--- config.mk ---
export PLATFORM = sky130hd
export DESIGN_NAME = ram_pin_link
export DESIGN_NICKNAME = d
export VERILOG_FILES = /design/src/rtl/ram_pin_link.sv
export SDC_FILE = /design/constraint.sdc
export NUM_CORES = 1
export LEC_CHECK = 0
export ABC_AREA = 1
export ABC_CLOCK_PERIOD_IN_PS = 1300
export CELL_PAD_IN_SITES_DETAIL_PLACEMENT = 0
export CELL_PAD_IN_SITES_GLOBAL_PLACEMENT = 2
export CORE_AREA = 2 2 146 77
export CTS_BUF_LIST = sky130_fd_sc_hd__clkbuf_8
export CTS_CLUSTER_SIZE = 10
export DETAILED_ROUTE_END_ITERATION = 7
export DIE_AREA = 0 0 148 79
export PLACE_DENSITY_LB_ADDON = 0.1
export SYNTH_ARGS = -nofsm -noshare
export SYNTH_HDL_FRONTEND = slang
export SYNTH_SLANG_ARGS = --single-unit
export TNS_END_PERCENT = 1
--- constraint.sdc ---
create_clock -name clk -period 1.3 [get_ports clk]
set_input_delay 0.39 -clock clk [delete_from_list [all_inputs] [get_ports clk]]
set_output_delay 0.39 -clock clk [all_outputs]
set_load 0.01 [all_outputs]
--- src/rtl/ram_pin_link.sv ---
// Serial RAM link: frames a request address onto narrow address pins,
// waits a fixed latency, then collects one or more words from narrow data pins.
module ram_pin_link #(
    parameter int RAM_PINS  = 4,
    parameter int ADDR_BITS = 16,
    parameter int DATA_BITS = 16,
    parameter int LATENCY   = 3,
    parameter int LEN_BITS  = 2
) (
    input  logic                 clk,
    input  logic                 reset,
    input  logic                 req_valid,
    output logic                 req_ready,
    input  logic [ADDR_BITS-1:0] req_addr,
    input  logic [LEN_BITS-1:0]  req_len,
    output logic                 rsp_valid,
    output logic [DATA_BITS-1:0] rsp_data,
    output logic                 rsp_last,
    output logic [RAM_PINS-1:0]  addr_pins,
    input  logic [RAM_PINS-1:0]  data_pins
);

    localparam int NA     = ADDR_BITS / RAM_PINS;
    localparam int ND     = DATA_BITS / RAM_PINS;
    localparam int MAX_AD = (NA > ND) ? NA : ND;
    localparam int MAXC   = (MAX_AD > LATENCY) ? MAX_AD : LATENCY;
    localparam int CNT_W  = $clog2(MAXC + 1);

    localparam logic [CNT_W-1:0] ZERO_C     = CNT_W'(0);
    localparam logic [CNT_W-1:0] ONE_C      = CNT_W'(1);
    localparam logic [CNT_W-1:0] NA_C       = CNT_W'(NA);
    localparam logic [CNT_W-1:0] WAIT_END_C = CNT_W'(LATENCY - 1);
    localparam logic [CNT_W-1:0] ND_END_C   = CNT_W'(ND - 1);

    typedef enum logic [2:0] {
        IDLE  = 3'd0,
        START = 3'd1,
        ADDR  = 3'd2,
        WAIT  = 3'd3,
        DATA  = 3'd4
    } state_t;

    state_t                 state_q;
    logic                   req_ready_q;
    logic                   rsp_valid_q;
    logic                   rsp_last_q;
    logic [DATA_BITS-1:0]   rsp_data_q;
    logic [RAM_PINS-1:0]    addr_pins_q;
    logic [ADDR_BITS-1:0]   addr_sh_q;
    logic [DATA_BITS-1:0]   data_sh_q;
    logic [LEN_BITS-1:0]    len_q;
    logic [LEN_BITS-1:0]    word_q;
    logic [CNT_W-1:0]       cnt_q;
    logic [DATA_BITS-1:0]   data_sh_d;
    logic [DATA_BITS+RAM_PINS-1:0] data_cat_s;

    // Incoming nibble enters at the top so the first (LSB) nibble ends up lowest.
    always_comb begin
        data_cat_s = {data_pins, data_sh_q};
        data_sh_d  = data_cat_s[DATA_BITS+RAM_PINS-1:RAM_PINS];
    end

    // Transaction FSM with all outputs registered.
    always_ff @(posedge clk) begin
        if (reset) begin
            state_q     <= IDLE;
            req_ready_q <= 1'b1;
            rsp_valid_q <= 1'b0;
            rsp_last_q  <= 1'b0;
            rsp_data_q  <= {DATA_BITS{1'b0}};
            addr_pins_q <= {RAM_PINS{1'b0}};
            addr_sh_q   <= {ADDR_BITS{1'b0}};
            data_sh_q   <= {DATA_BITS{1'b0}};
            len_q       <= {LEN_BITS{1'b0}};
            word_q      <= {LEN_BITS{1'b0}};
            cnt_q       <= ZERO_C;
        end else begin
            rsp_valid_q <= 1'b0;
            rsp_last_q  <= 1'b0;
            case (state_q)
                IDLE: begin
                    if (req_valid) begin
                        addr_sh_q   <= req_addr;
                        len_q       <= req_len;
                        word_q      <= {LEN_BITS{1'b0}};
                        addr_pins_q <= {RAM_PINS{1'b1}};
                        req_ready_q <= 1'b0;
                        state_q     <= START;
                    end
                end
                START: begin
                    addr_pins_q <= addr_sh_q[RAM_PINS-1:0];
                    addr_sh_q   <= addr_sh_q >> RAM_PINS;
                    cnt_q       <= ONE_C;
                    state_q     <= ADDR;
                end
                ADDR: begin
                    // cnt_q = nibbles already placed on the pins
                    if (cnt_q == NA_C) begin
                        addr_pins_q <= {RAM_PINS{1'b0}};
                        if (LATENCY == 1) begin
                            cnt_q   <= ZERO_C;
                            state_q <= DATA;
                        end else begin
                            cnt_q   <= ONE_C;
                            state_q <= WAIT;
                        end
                    end else begin
                        addr_pins_q <= addr_sh_q[RAM_PINS-1:0];
                        addr_sh_q   <= addr_sh_q >> RAM_PINS;
                        cnt_q       <= cnt_q + ONE_C;
                    end
                end
                WAIT: begin
                    if (cnt_q == WAIT_END_C) begin
                        cnt_q   <= ZERO_C;
                        state_q <= DATA;
                    end else begin
                        cnt_q <= cnt_q + ONE_C;
                    end
                end
                DATA: begin
                    data_sh_q <= data_sh_d;
                    if (cnt_q == ND_END_C) begin
                        rsp_valid_q <= 1'b1;
                        rsp_data_q  <= data_sh_d;
                        cnt_q       <= ZERO_C;
                        if (word_q == len_q) begin
                            rsp_last_q  <= 1'b1;
                            req_ready_q <= 1'b1;
                            state_q     <= IDLE;
                        end else begin
                            word_q <= word_q + LEN_BITS'(1);
                        end
                    end else begin
                        cnt_q <= cnt_q + ONE_C;
                    end
                end
                default: begin
                    addr_pins_q <= {RAM_PINS{1'b0}};
                    req_ready_q <= 1'b1;
                    cnt_q       <= ZERO_C;
                    state_q     <= IDLE;
                end
            endcase
        end
    end

    assign req_ready = req_ready_q;
    assign rsp_valid = rsp_valid_q;
    assign rsp_last  = rsp_last_q;
    assign rsp_data  = rsp_data_q;
    assign addr_pins = addr_pins_q;

endmodule

Word-level counts from Yosys, hierarchy flattened:

Index checks and enable logic that the tools add are counted.

* bitwise gates (word level): 4
* add/subtract/negate cells: 2
* reductions and logical operators: 14
* equality and inequality tests: 15
* multiplexer cells: 26

Operators by type and width (count)
* $pmux W16 S3: 1
* $mux W16: 2
* $pmux W3 S5: 2
* $mux W3: 8
* $pmux W4 S4: 1
* $ne A2 B2 Y1 const B: 7
* $eq A3 B2 Y1 const B: 4
* $mux W4: 2
* $reduce_and A4 Y1: 2
* $eq A3 B3 Y1 const B: 2
* $mux W2: 3
* $reduce_and A2 Y1: 3
* $reduce_or A3 Y1: 2
* $mux W1: 5
* $reduce_and A5 Y1: 1
* $not A1 Y1: 4
* $pmux W2 S2: 1
* $reduce_or A2 Y1: 2
* $add A3 B1 Y3 const B: 1
* $eq A3 B1 Y1 const B: 1
* $logic_not A3 Y1: 1
* $pmux W1 S3: 1
* $reduce_and A3 Y1: 1
* $reduce_bool A3 Y1: 1
* other kinds (3): 3

* register bits: 65
* bits of input ports: 25

Longest topological paths before layout:

Gate-level depths: netlist (run 1).

* depth after elaboration: 4
* gate-level depth with buffers: 9
* mapped depth without buffers: 9

Worst setup path before layout (run 1):

No wires, ideal clock.

* path kind: reg-to-reg
* start: reg cnt_q[1]
* end: reg rsp_data_q[11] (netlist: rsp_data[11])
* clock period less this slack: 1.389 ns
* path slack: -0.089 ns
* library setup time: 0.059 ns
* cell stages (with the launch flop): 8
* arrival time: 1.330 ns
* data required time: 1.241 ns
* buffers on the path: 1
* cell sequence: dfxtp_1 -> ha_1 -> ha_1 -> buf_1 -> nand3_1 -> inv_2 -> nand2_1 -> nand2_1

* cells in the longest elaborated chain, start to end: 2

RTL lines
* start, declared: line 53 `logic [CNT_W-1:0] cnt_q;`
* start signal, assigned: line 111 `cnt_q <= cnt_q + ONE_C;`
* start signal, assigned: line 119 `cnt_q <= cnt_q + ONE_C;`
* start signal, assigned: line 136 `cnt_q <= cnt_q + ONE_C;`
* $eq A3 B2 Y1: line 124 `if (cnt_q == ND_END_C) begin`
* $reduce_and A2 Y1 (no source line)
* end signal, assigned: line 70 `rsp_data_q <= {DATA_BITS{1'b0}};`
* end signal, assigned: line 126 `rsp_data_q <= data_sh_d;`
* end, declared: line 47 `logic [DATA_BITS-1:0] rsp_data_q;`

Every way passes these cells.
A chain may end at the register's enable or synchronous reset.

Worst setup path in the final report (run 1):

* start: reg cnt_q[0]
* end: reg addr_sh_q[14]

* cells in the longest elaborated chain, start to end: 3

RTL lines
* $eq A3 B3 Y1: line 99 `if (cnt_q == NA_C) begin`
* $ne A2 B2 Y1 (no source line)
* $reduce_and A3 Y1 (no source line)
* end signal, assigned: line 83 `addr_sh_q <= req_addr;`
* end signal, assigned: line 93 `addr_sh_q <= addr_sh_q >> RAM_PINS;`
* end signal, assigned: line 110 `addr_sh_q <= addr_sh_q >> RAM_PINS;`
* end, declared: line 49 `logic [ADDR_BITS-1:0] addr_sh_q;`

Every way passes these cells.

==> results of run 1 <==
## repair_timing
action                     4_1_cts  5_1_grt
gates resized for setup        119       46
setup endpoints to repair       71       64
gates cloned                     0        3
setup buffers                    0        1
pin swaps                        1       14
## final timing paths
| path | from | end | slack [ns] |
|---|---|---|---|
| min reg2reg | req_ready$_SDFFE_PP1P_ | req_ready$_SDFFE_PP1P_ | 0.45 |
| max | cnt_q[0]$_SDFFE_PP0N_ | addr_sh_q[14]$_SDFFE_PP0P_ | -0.19 |
| min | req_ready$_SDFFE_PP1P_ | req_ready$_SDFFE_PP1P_ | 0.45 |
| max reg2reg | cnt_q[0]$_SDFFE_PP0N_ | addr_sh_q[14]$_SDFFE_PP0P_ | -0.19 |
## cells in the final DEF (no fill, tap or decap), drive strengths merged
| cell type | instances |
|---|---|
| a21oi | 28 |
| a31oi | 1 |
| buf | 59 |
| bufinv | 1 |
| clkbuf | 13 |
| clkdlybuf4s50 | 24 |
| clkinv | 2 |
| clkinvlp | 2 |
| dfxtp | 61 |
| ha | 5 |
| inv | 41 |
| nand2 | 113 |
| nand3 | 26 |
| nand3b | 2 |
| nand4 | 3 |
| nor2 | 58 |
| nor3 | 4 |
| o21ai | 29 |
| xor2 | 1 |
## where the power goes
group	total, uW	internal, uW	switching (uW)
logic	3580	1500	2070
clock network	1780	989	790
registers	2520	2300	215
## synthesized netlist by cell type
master / n / area share, %
nand4_1: 3 / 0.69
ha_1: 5 / 2.3
a31oi_1: 1 / 0.23
nand3_1: 24 / 4.4
o21ai_1: 7 / 1.3
nand2_2: 3 / 0.69
buf_1: 1 / 0.14
nand2_4: 2 / 0.83
a21oi_2: 1 / 0.32
xor2_1: 1 / 0.32
buf_6: 3 / 1.2
buf_4: 3 / 0.83
inv_4: 1 / 0.23
clkbuf_1: 7 / 0.96
nor3_1: 2 / 0.37
buf_2: 3 / 0.55
nand3_4: 1 / 0.64
nor2_4: 1 / 0.41
nand3_2: 1 / 0.37
nor3_2: 2 / 0.73
inv_2: 6 / 0.83
nand3b_1: 2 / 0.55
a21oi_1: 27 / 5.0
o21ai_0: 22 / 4.0
nand2_1: 108 / 15
dfxtp_1: 61 / 45
nor2_1: 57 / 7.8
inv_1: 34 / 4.7
## cell families (layout without fill, tap and decap cells)
family | Yosys count | in the layout | synth area share [%]
simple gates | 206 | 206 | 32.4
flops | 61 | 61 | 44.8
fa+ha+maj | 5 | 5 | 2.29
compound gates | 58 | 58 | 10.8
xor+xnor | 1 | 1 | 0.321
buf+inv | 58 | 142 | 9.44
## area by class of cell
cell class / count / area (um2) / area share, %
clock buffer: 11 / 151 / 3.85
clock inverter: 5 / 58.8 / 1.50
inverter: 41 / 161 / 4.11
multi-input combinational: 270 / 1400 / 35.5
sequential: 61 / 1250 / 31.7
tap: 145 / 181 / 4.62
timing repair buffer: 85 / 733 / 18.7
## sequential cells by signal (all words and copies together) (netlist names)
register	cells
addr_sh_q	16
rsp_data	16
data_sh_q	12
addr_pins	4
cnt_q	3
state_q	3
len_q	2
word_q	2
req_ready	1
rsp_last	1
rsp_valid	1
## per-stage QoR
stage | cell area, um2 | util [%] | total power (uW) | instances
6_report | 3930 | 37.3 | 7870 | 618
5_1_grt | 3930 | 37.3 | 8550 | 618
4_1_cts | 3790 | 36.0 | 7360 | 614
3_5_place_dp | 3580 | 34.0 | 5460 | 598
3_3_place_gp | 3580 | 34.0 | 5460 | 598
2_1_floorplan | 2730 | - | 4520 | 389
## worst max-delay path: stages, from the launching register on
cell,delay (ns)
dfxtp_2,0.35
inv_2,0.06
ha_4,0.15
nand2_2,0.07
nand3b_1,0.19
nand3_4,0.17
clkbuf_16,0.22
a21oi_4,0.12
nor3_2,0.05
## metal layers
metal / wire length [um] / vias to the layer above
li1: - / 1386
met1: 4630 / 1158
met2: 2720 / 44
met3: 373 / 4
met4: 55 / 0
met5: 0 / -
==> metrics.txt, run 1 <==
global route overflow=0; slew margin rel.=76.6%; syn nets=419; worst hold path depth=2; Clock Skew=0.0130 ns; initial core utilization=25.9%; core area=0.0105 mm2; Port Buffer Count=47; final antenna-violating net count=0; Die W=148 um; # fillers=1163; GRT met1 Usage=21.1%; setup violators final=46; site row count=27; register bit total from synthesis=61; Hold Fails Final Rpt=0; Worst Hold Class=register to register; gp weighted congestion=0.728; first-pass GRT wire length=12200 um; # clock sinks=61; post-route setup TNS=-4.54 ns; Max Cap Viol=0; Lkg Pwr=0.00176 uW; Pre-antenna DRT Iters=4; H-Tree Depth=3; grt met2 use=16.9%; maximum net fanout on the critical path=8; die height=79 um; Seq/Total Area, Yosys=44.8%; Req. time, crit path=1.53 ns; GRT Total Usage=13.7%; Pwr Density=2000 mW/mm2; antenna violations before repair=0; Vias/cell=4.19; number of DRC markers in iteration 0=92; vias in the first global route=2419; unrepaired setup endpoints after global routing=yes; ant diodes=0; Post-CTS Hold Buffers=0; Place WS=-0.312 ns; Num CTS Buffers=9; CTS max path bufs=2; clock slew at the register clock pins of the worst setup and hold paths=0.07 ns; crit path time final=1.49 ns; failing checks=negative setup slack; status=finished with violations; Critical Path AT=1.72 ns; Cells after Synth=389; nets=498; final wirelength=7780 um; HPWL after DPL=5290 um; die area=0.0117 mm2; Synth Warn #=0; Min Hold Slack=0.454 ns; Worst-Margin Slew=0.350 ns; Setup CP Type=register to register; share of layout cells above drive strength 1=32.3%; Worst setup EP type=register; CTS tree=done; Worst R2R Path Depth=8; met3 Resource Use GR=5.06%; Final Slew Violations=0; Avg WL per Cell=12.6 um; Avg Inst Size Synth=7.02 um2; routed via count=2592; clk_lat worst skew=0.35 ns; Peak supply drop=0.777 mV; post-layout worst setup margin=-0.189 ns; Final period util=115%; largest net degree at the start of global routing=33; critical path launch point type=register; Unique masters post-synth=28; Remaining DRCs=0; fmax=672 MHz; Mapped Area=0.00273 mm2; clock root buffer=clkbuf_8; layout overhead on the synthesized area=43.9%; Most Crowded Layer GR=met1; io pins=48
(Power assumes the default switching activity.)
==> run 2: changes to the inputs <==
--- a/config.mk
+++ b/config.mk
@@ -6,14 +6,14 @@
 export NUM_CORES = 1
 export LEC_CHECK = 0
 export ABC_AREA = 1
-export ABC_CLOCK_PERIOD_IN_PS = 1300
+export ABC_CLOCK_PERIOD_IN_PS = 1600
 export CELL_PAD_IN_SITES_DETAIL_PLACEMENT = 0
 export CELL_PAD_IN_SITES_GLOBAL_PLACEMENT = 2
-export CORE_AREA = 2 2 146 77
+export CORE_AREA = 2 2 138 73
 export CTS_BUF_LIST = sky130_fd_sc_hd__clkbuf_8
 export CTS_CLUSTER_SIZE = 10
 export DETAILED_ROUTE_END_ITERATION = 7
-export DIE_AREA = 0 0 148 79
+export DIE_AREA = 0 0 140 75
 export PLACE_DENSITY_LB_ADDON = 0.1
 export SYNTH_ARGS = -nofsm -noshare
 export SYNTH_HDL_FRONTEND = slang
==> constraint.sdc (replaced) <==
create_clock -name clk -period 1.6 [get_ports clk]
set_input_delay 0.24 -clock clk [delete_from_list [all_inputs] [get_ports clk]]
set_output_delay 0.24 -clock clk [all_outputs]
set_load 0.01 [all_outputs]
==> metrics.txt, run 2 (synthesis gave the netlist of run 1 again) <==
vias in the first global route=2314 (-4.3%); Pwr Density=1550 mW/mm2 (-22%); site row count=25 (-7.4%); Setup crit start=rsp_data[11]$_SDFFE_PP0P_; post-route setup TNS=0 ns (+4.54 ns); crit path time final=1.49 ns; antenna violations before repair=0 (unchanged); status=completed; ant diodes=0 (unchanged); final wirelength=6760 um (-13%); Avg WL per Cell=11.9 um (-5.8%); setup bufs post-CTS=0 (unchanged); io pins=48 (unchanged); Worst Hold Class=register to register; die height=75 um (-5.1%); Final period util=93.0%; commonest non-fill, non-tap cell in the layout=nand2_1; nets=474 (-4.8%); CP Depth=1 (-7); Min Hold Slack=0.460 ns (+0.00623 ns); CP cell instances=clkdlybuf4s50_1; global route overflow=0 (unchanged); Setup CP Type=register to primary output; share of layout cells above drive strength 1=12.2% (-20 points); Port Buffer Count=47 (unchanged); setup violators final=0 (-100%); gp weighted congestion=0.759 (+4.2%); # clock sinks=61 (unchanged); Worst R2R Path Depth=9 (+1); clk_lat worst skew=0.35 ns (about the same); HPWL after DPL=4860 um (-8.1%); Hold Fails Final Rpt=0 (unchanged); Setup crit end=rsp_data[11]; core area=0.00923 mm2 (-12%); Worst setup EP type=primary output; routed via count=2449 (-5.5%); Largest stage delay, worst path=0.55 ns (+0.20 ns); Die W=140 um (-5.4%); Crit Reg-Reg Endpoint=addr_sh_q[13]$_SDFFE_PP0P_; fmax=672 MHz; clock slew at the register clock pins of the worst setup and hold paths=0.07 ns (about the same); Finished Cell Area=0.00361 mm2 (-8.0%); GRT Total Usage=14.1% (+0.43 points); Worst-Margin Slew=0.457 ns (+0.107 ns); maximum net fanout on the critical path=2 (-6); Req. time, crit path=1.36 ns (-0.17 ns); Placed Instance Area=0.00338 mm2 (-5.7%); Peak supply drop=0.500 mV (-36%); layout overhead on the synthesized area=32.5%; Lkg Pwr=0.00156 uW (-12%); RR Startpoint=cnt_q[0]$_SDFFE_PP0N_; number of DRC markers in iteration 0=94 (+2.2%); Critical Path AT=1.25 ns (-0.47 ns); clock root buffer=clkbuf_8; critical path launch point type=register; unrepaired setup endpoints after global routing=no; Remaining DRCs=0 (unchanged); R2R Setup Slk=0.11 ns (+0.30 ns); Max Cap Viol=0 (unchanged); WP buf/inv=1 (-1); H-Tree Depth=3 (unchanged); Clock Skew=0.0104 ns (-0.00256 ns); CTS max path bufs=2 (unchanged); CTS tree=done; Layout Utilization=39.2% (+1.9 points); # fillers=979 (-16%); most frequent cells in the layout=nand2_1 (108), dfxtp_1 (57), nor2_1 (55), clkdlybuf4s50_1 (47), inv_1 (35); Pre-antenna DRT Iters=7 (+3); initial core utilization=29.6% (+3.7 points); Slowest-stage cell, CP=clkdlybuf4s50_1; CP delay by family, top=buffers and inverters; Num CTS Buffers=9 (unchanged); die area=0.0105 mm2 (-10%); slew margin rel.=69.2% (-7.5 points); largest net degree at the start of global routing=33 (unchanged); first-pass GRT wire length=11300 um (-7.4%); Vias/cell=4.30 (+2.4%); Final Slew Violations=0 (unchanged); final antenna-violating net count=0 (unchanged)
## run 2: per-layer routing
metal / up-vias / global-route usage, % / wire (um)
li1: 1333 / - / -
met1: 1056 / 20.7 / 4020
met2: 50 / 18.7 / 2310
met3: 10 / 5.47 / 354
met4: 0 / 4.38 / 79
met5: - / 0 / 0
## run 2: repair_timing
item	4_1_cts	5_1_grt
hold endpoints to repair	0	0
resized for setup	0	9
hold buffers	0	0
setup endpoints to repair	0	11
## run 2: how the worst min path moves through the flow
stage                     slack [ns]                       from  cells after the start                        end
after global placement          0.45  rsp_data[12]$_SDFFE_PP0P_                      2  rsp_data[12]$_SDFFE_PP0P_
final                           0.46   rsp_data[6]$_SDFFE_PP0P_                      2   rsp_data[6]$_SDFFE_PP0P_
after CTS                       0.46               data_pins[2]                      3  rsp_data[14]$_SDFFE_PP0P_
after detailed placement        0.45   rsp_data[6]$_SDFFE_PP0P_                      2   rsp_data[6]$_SDFFE_PP0P_
after floorplan                 0.34               data_pins[1]                      2  rsp_data[13]$_SDFFE_PP0P_
after global routing            0.47               data_pins[1]                      3  rsp_data[13]$_SDFFE_PP0P_
## run 2: where the power goes
| part | switching [uW] | internal, uW | total [uW] |
|---|---|---|---|
| registers | 169 | 1860 | 2030 |
| logic | 1330 | 808 | 2140 |
| clock network | 610 | 839 | 1450 |
## run 2: metrics by stage
stage / std cells / power, uW / setup WS, ns
finish: 570 / 5620 / 0.113
global route: 570 / 6140 / 0.00831
CTS: 570 / 5670 / 0.0796
detailed placement: 554 / 4200 / 0.0838
global placement: 554 / 4210 / 0.115
floorplan: 389 / 3670 / 0.211
## run 2: layout make-up
cell class	instances	area [um2]	share of cell area, %
multi-input cells	270	1260	35.0
flip-flops and latches	61	1230	33.9
repair buffers	61	604	16.7
clock buffers	12	165	4.57
inverters	41	156	4.33
well taps	121	151	4.19
clock inverters	4	46.3	1.28
==> run 3: changes to the inputs <==
--- a/config.mk
+++ b/config.mk
@@ -5,15 +5,14 @@
 export SDC_FILE = /design/constraint.sdc
 export NUM_CORES = 1
 export LEC_CHECK = 0
-export ABC_AREA = 1
 export ABC_CLOCK_PERIOD_IN_PS = 1600
 export CELL_PAD_IN_SITES_DETAIL_PLACEMENT = 0
 export CELL_PAD_IN_SITES_GLOBAL_PLACEMENT = 2
-export CORE_AREA = 2 2 138 73
+export CORE_AREA = 4 4 134 72
 export CTS_BUF_LIST = sky130_fd_sc_hd__clkbuf_8
 export CTS_CLUSTER_SIZE = 10
 export DETAILED_ROUTE_END_ITERATION = 7
-export DIE_AREA = 0 0 140 75
+export DIE_AREA = 0 0 138 76
 export PLACE_DENSITY_LB_ADDON = 0.1
 export SYNTH_ARGS = -nofsm -noshare
 export SYNTH_HDL_FRONTEND = slang
==> metrics.txt, run 3 <==
global route overflow=0 (unchanged); Layout Utilization=44.6% (+5.5 points); Mapped Area=0.00263 mm2 (-3.7%); HPWL after DPL=5210 um (+7.2%); clock slew at the register clock pins of the worst setup and hold paths=0.07 ns (about the same); slew margin rel.=80.2% (+11 points); Finished Cell Area=0.00378 mm2 (+4.6%); Avg Inst Size Synth=8.64 um2 (+23%); Seq pwr share=34.0% (-2.1 points); gp weighted congestion=0.809 (+6.7%); synth top area cells=dfxtp_1 (46%), nand2_1 (9.6%), a21oi_1 (8.2%); Hold Fails Final Rpt=0 (unchanged); number of DRC markers in iteration 0=116 (+23%); # clock sinks=61 (unchanged); Worst setup EP type=register; Setup crit end=addr_sh_q[12]$_SDFFE_PP0P_; Worst Hold Class=input pin to register; first-pass GRT wire length=12000 um (+6.0%); Lkg Pwr=0.00142 uW (-9.1%); antenna violations before repair=0 (unchanged); Placed Instance Area=0.00343 mm2 (+1.6%); sw frac=34.5% (-3.1 points); CTS tree=done; crit path time final=1.58 ns (+0.0908 ns); Vias/cell=4.64 (+7.9%); Critical Path AT=1.86 ns (+0.61 ns); Num CTS Buffers=9 (unchanged); io pins=48 (unchanged); Cells after Synth=304 (-22%); setup violators final=0 (unchanged); status=completed; Synth Warn #=0 (unchanged); commonest non-fill, non-tap cell in the layout=nand2_1; critical path launch point type=register; CTS max path bufs=2 (unchanged); clock root buffer=clkbuf_8; Clk pwr share=22.3% (-3.5 points); core area=0.00847 mm2 (-8.2%); Die W=138 um (-1.4%); Post-Synth Simple-Gate Area=19.4% (-13 points); Tot Pwr=5860 uW (+4.2%); layout overhead on the synthesized area=43.9%; Slowest-stage cell, CP=dfxtp_2; register bit total from synthesis=61 (unchanged); largest family of logic cells by synthesized area=compound AO/OA/AOI/OAI gates; Max Cap Viol=0 (unchanged); Post-Synth XOR/XNOR Area=1.29% (+0.96 points); largest net degree at the start of global routing=57 (+73%); Unique masters post-synth=45 (+61%); Compound-Gate Fraction of Synth Area=20.4% (+9.6 points); Post-CTS Hold Buffers=0 (unchanged); routed via count=2332 (-4.8%); Remaining DRCs=0 (unchanged); die area=0.0105 mm2 (-0.11%); Seq/Total Area, Yosys=46.5% (+1.7 points); Port Buffer Count=47 (unchanged); Setup crit start=cnt_q[0]$_SDFFE_PP0N_; Crit Reg-Reg Endpoint=addr_sh_q[12]$_SDFFE_PP0P_; Post-Synth Adder-Cell Area=2.38% (+0.088 points); Setup CP Type=register to register; unrepaired setup endpoints after global routing=yes; H-Tree Depth=3 (unchanged); # fillers=858 (-12%); die height=76 um (+1.3%); Synth top cells by count=nand2_1 (67), dfxtp_1 (61), a21oi_1 (43); ant diodes=0 (unchanged); post-synth top area share=46.5% (+1.7 points); Final period util=98.6% (+5.7 points); Pwr Density=1550 mW/mm2 (-0.34%); RR Startpoint=cnt_q[0]$_SDFFE_PP0N_; clk_lat worst skew=0.34 ns (about the same); Pre-antenna DRT Iters=4 (-3); Post-synth ARST share=0% (unchanged); sequential cell area=0.00123 mm2 (+0.31%); post-route setup TNS=0 ns (unchanged); Avg WL per Cell=15.3 um (+29%); Worst R2R Path Depth=7 (-2); maximum net fanout on the critical path=5 (+3); mux cell area share after synthesis=5.00% (+5.0 points); site row count=24 (-4.0%); Req. time, crit path=1.88 ns (+0.52 ns); GRT Total Usage=14.4% (+0.37 points); fmax=634 MHz (-5.8%); share of layout cells above drive strength 1=22.8% (+11 points); final antenna-violating net count=0 (unchanged); top-count cell post-synth=nand2_1; final wirelength=7720 um (+14%); CP cell instances=inv_2 > ha_4 > and2_4 > o22ai_4 > buf_6 > and4_4 > o21a_1; syn nets=334 (-20%); initial core utilization=31.0% (+1.5 points); Comb pwr share=43.7% (+5.6 points); area of the multi-input gates=0.00136 mm2 (+7.7%); Net Sw Power=2020 uW (-4.3%); R2R Setup Slk=0.02 ns (-0.09 ns); Power Internal=3830 uW (+9.3%); number of flops mapped to enable cells by yosys=0 (unchanged); most frequent cells in the layout=nand2_1 (67), dfxtp_1 (56), clkdlybuf4s50_1 (46), a21oi_1 (42), buf_4 (31); biggest area consumer among synthesized cells=dfxtp_1; Final Slew Violations=0 (unchanged); Worst-Margin Slew=0.289 ns (-0.168 ns); Largest stage delay, worst path=0.35 ns (-0.20 ns); Min Hold Slack=0.305 ns (-0.155 ns); most used flip-flop cell after synthesis=dfxtp_1; nets=413 (-13%); vias in the first global route=2240 (-3.2%); Peak supply drop=0.540 mV (+8.1%); Clock Skew=0.00800 ns (-0.00245 ns)
==> run 3: cell count changes after synthesis, sizes merged, moves of 5 or more <==
cell	delta
nand2	-46
nor2	-42
inv	-35
o21ai	-24
nand3	-22
a21oi	+15
a211oi	+13
mux2i	+12
clkbuf	+5
==> run 3: critical path, delay by kind of cell (launching register included) <==
family | cells | cell delay, ns
buf+inv | 2 | 0.24
simple gates | 2 | 0.36
fa+ha+maj | 1 | 0.15
compound gates | 2 | 0.40
flops | 1 | 0.35
==> run 3: cell type report <==
| class | count | area share (%) |
|---|---|---|
| multi-input cells | 216 | 36.0 |
| flip-flops and latches | 61 | 32.5 |
| repair buffers | 88 | 21.9 |
| clock buffers | 13 | 4.73 |
| well taps | 117 | 3.87 |
| inverters | 7 | 0.761 |
| clock inverters | 1 | 0.132 |
==> run 3: worst min-delay path by stage <==
| stage | cells after the start | slack, ns | endpoint | startpoint |
|---|---|---|---|---|
| 4_1_cts | 3 | 0.30 | addr_sh_q[14]$_SDFFE_PP0P_ | reset |
| 3_3_place_gp | 2 | 0.44 | rsp_data[1]$_SDFFE_PP0P_ | data_sh_q[5]$_SDFFE_PP0N_ |
| 6_report | 3 | 0.30 | addr_sh_q[14]$_SDFFE_PP0P_ | reset |
| 2_1_floorplan | 2 | 0.38 | data_sh_q[12]$_SDFFE_PP0N_ | data_pins[0] |
| 5_1_grt | 3 | 0.32 | addr_sh_q[14]$_SDFFE_PP0P_ | reset |
| 3_5_place_dp | 2 | 0.44 | rsp_data[2]$_SDFFE_PP0P_ | data_sh_q[6]$_SDFFE_PP0N_ |
==> run 3: routing by layer <==
layer	wire length [um]	vias up	track usage, %	share of wire, %
li1	-	1220	-	-
met1	4490	1061	23.1	58
met2	2740	49	17.2	35
met3	457	2	5.20	5.9
met4	27	0	4.14	0.35
met5	0	-	0	0
==> run 3: cell families after synthesis <==
kind of cell,count (synthesis)
buffers and inverters,27
flip-flops,61
XOR/XNOR,3
AO/OA/AOI/OAI,86
multiplexers,13
AND/OR/NAND/NOR,109
adder cells (fa/ha/maj),5
==> run 3: power by group through the flow <==
stage	logic (uW)	clock network [uW]	registers, uW
after CTS	2220	1350	1970
final	2560	1300	1990
after floorplan	1300	0	1990
after global placement	2140	0	1990
after detailed placement	2150	0	2000
after global routing	2770	1420	2030
==> run 3: what timing repair did <==
| action | in CTS | in global routing |
|---|---|---|
| pin swaps | 0 | 15 |
| resized for setup | 7 | 32 |
| setup endpoints to repair | 30 | 39 |
| gates cloned | 1 | 2 |
| setup buffers | 0 | 1 |
==> run 3: stage by stage <==
stage	worst slack, ns	instances
6_report	0.0218	503
5_1_grt	-0.0577	503
4_1_cts	-0.0204	500
3_5_place_dp	-0.0723	485
3_3_place_gp	-0.0705	485
2_1_floorplan	0.0756	304
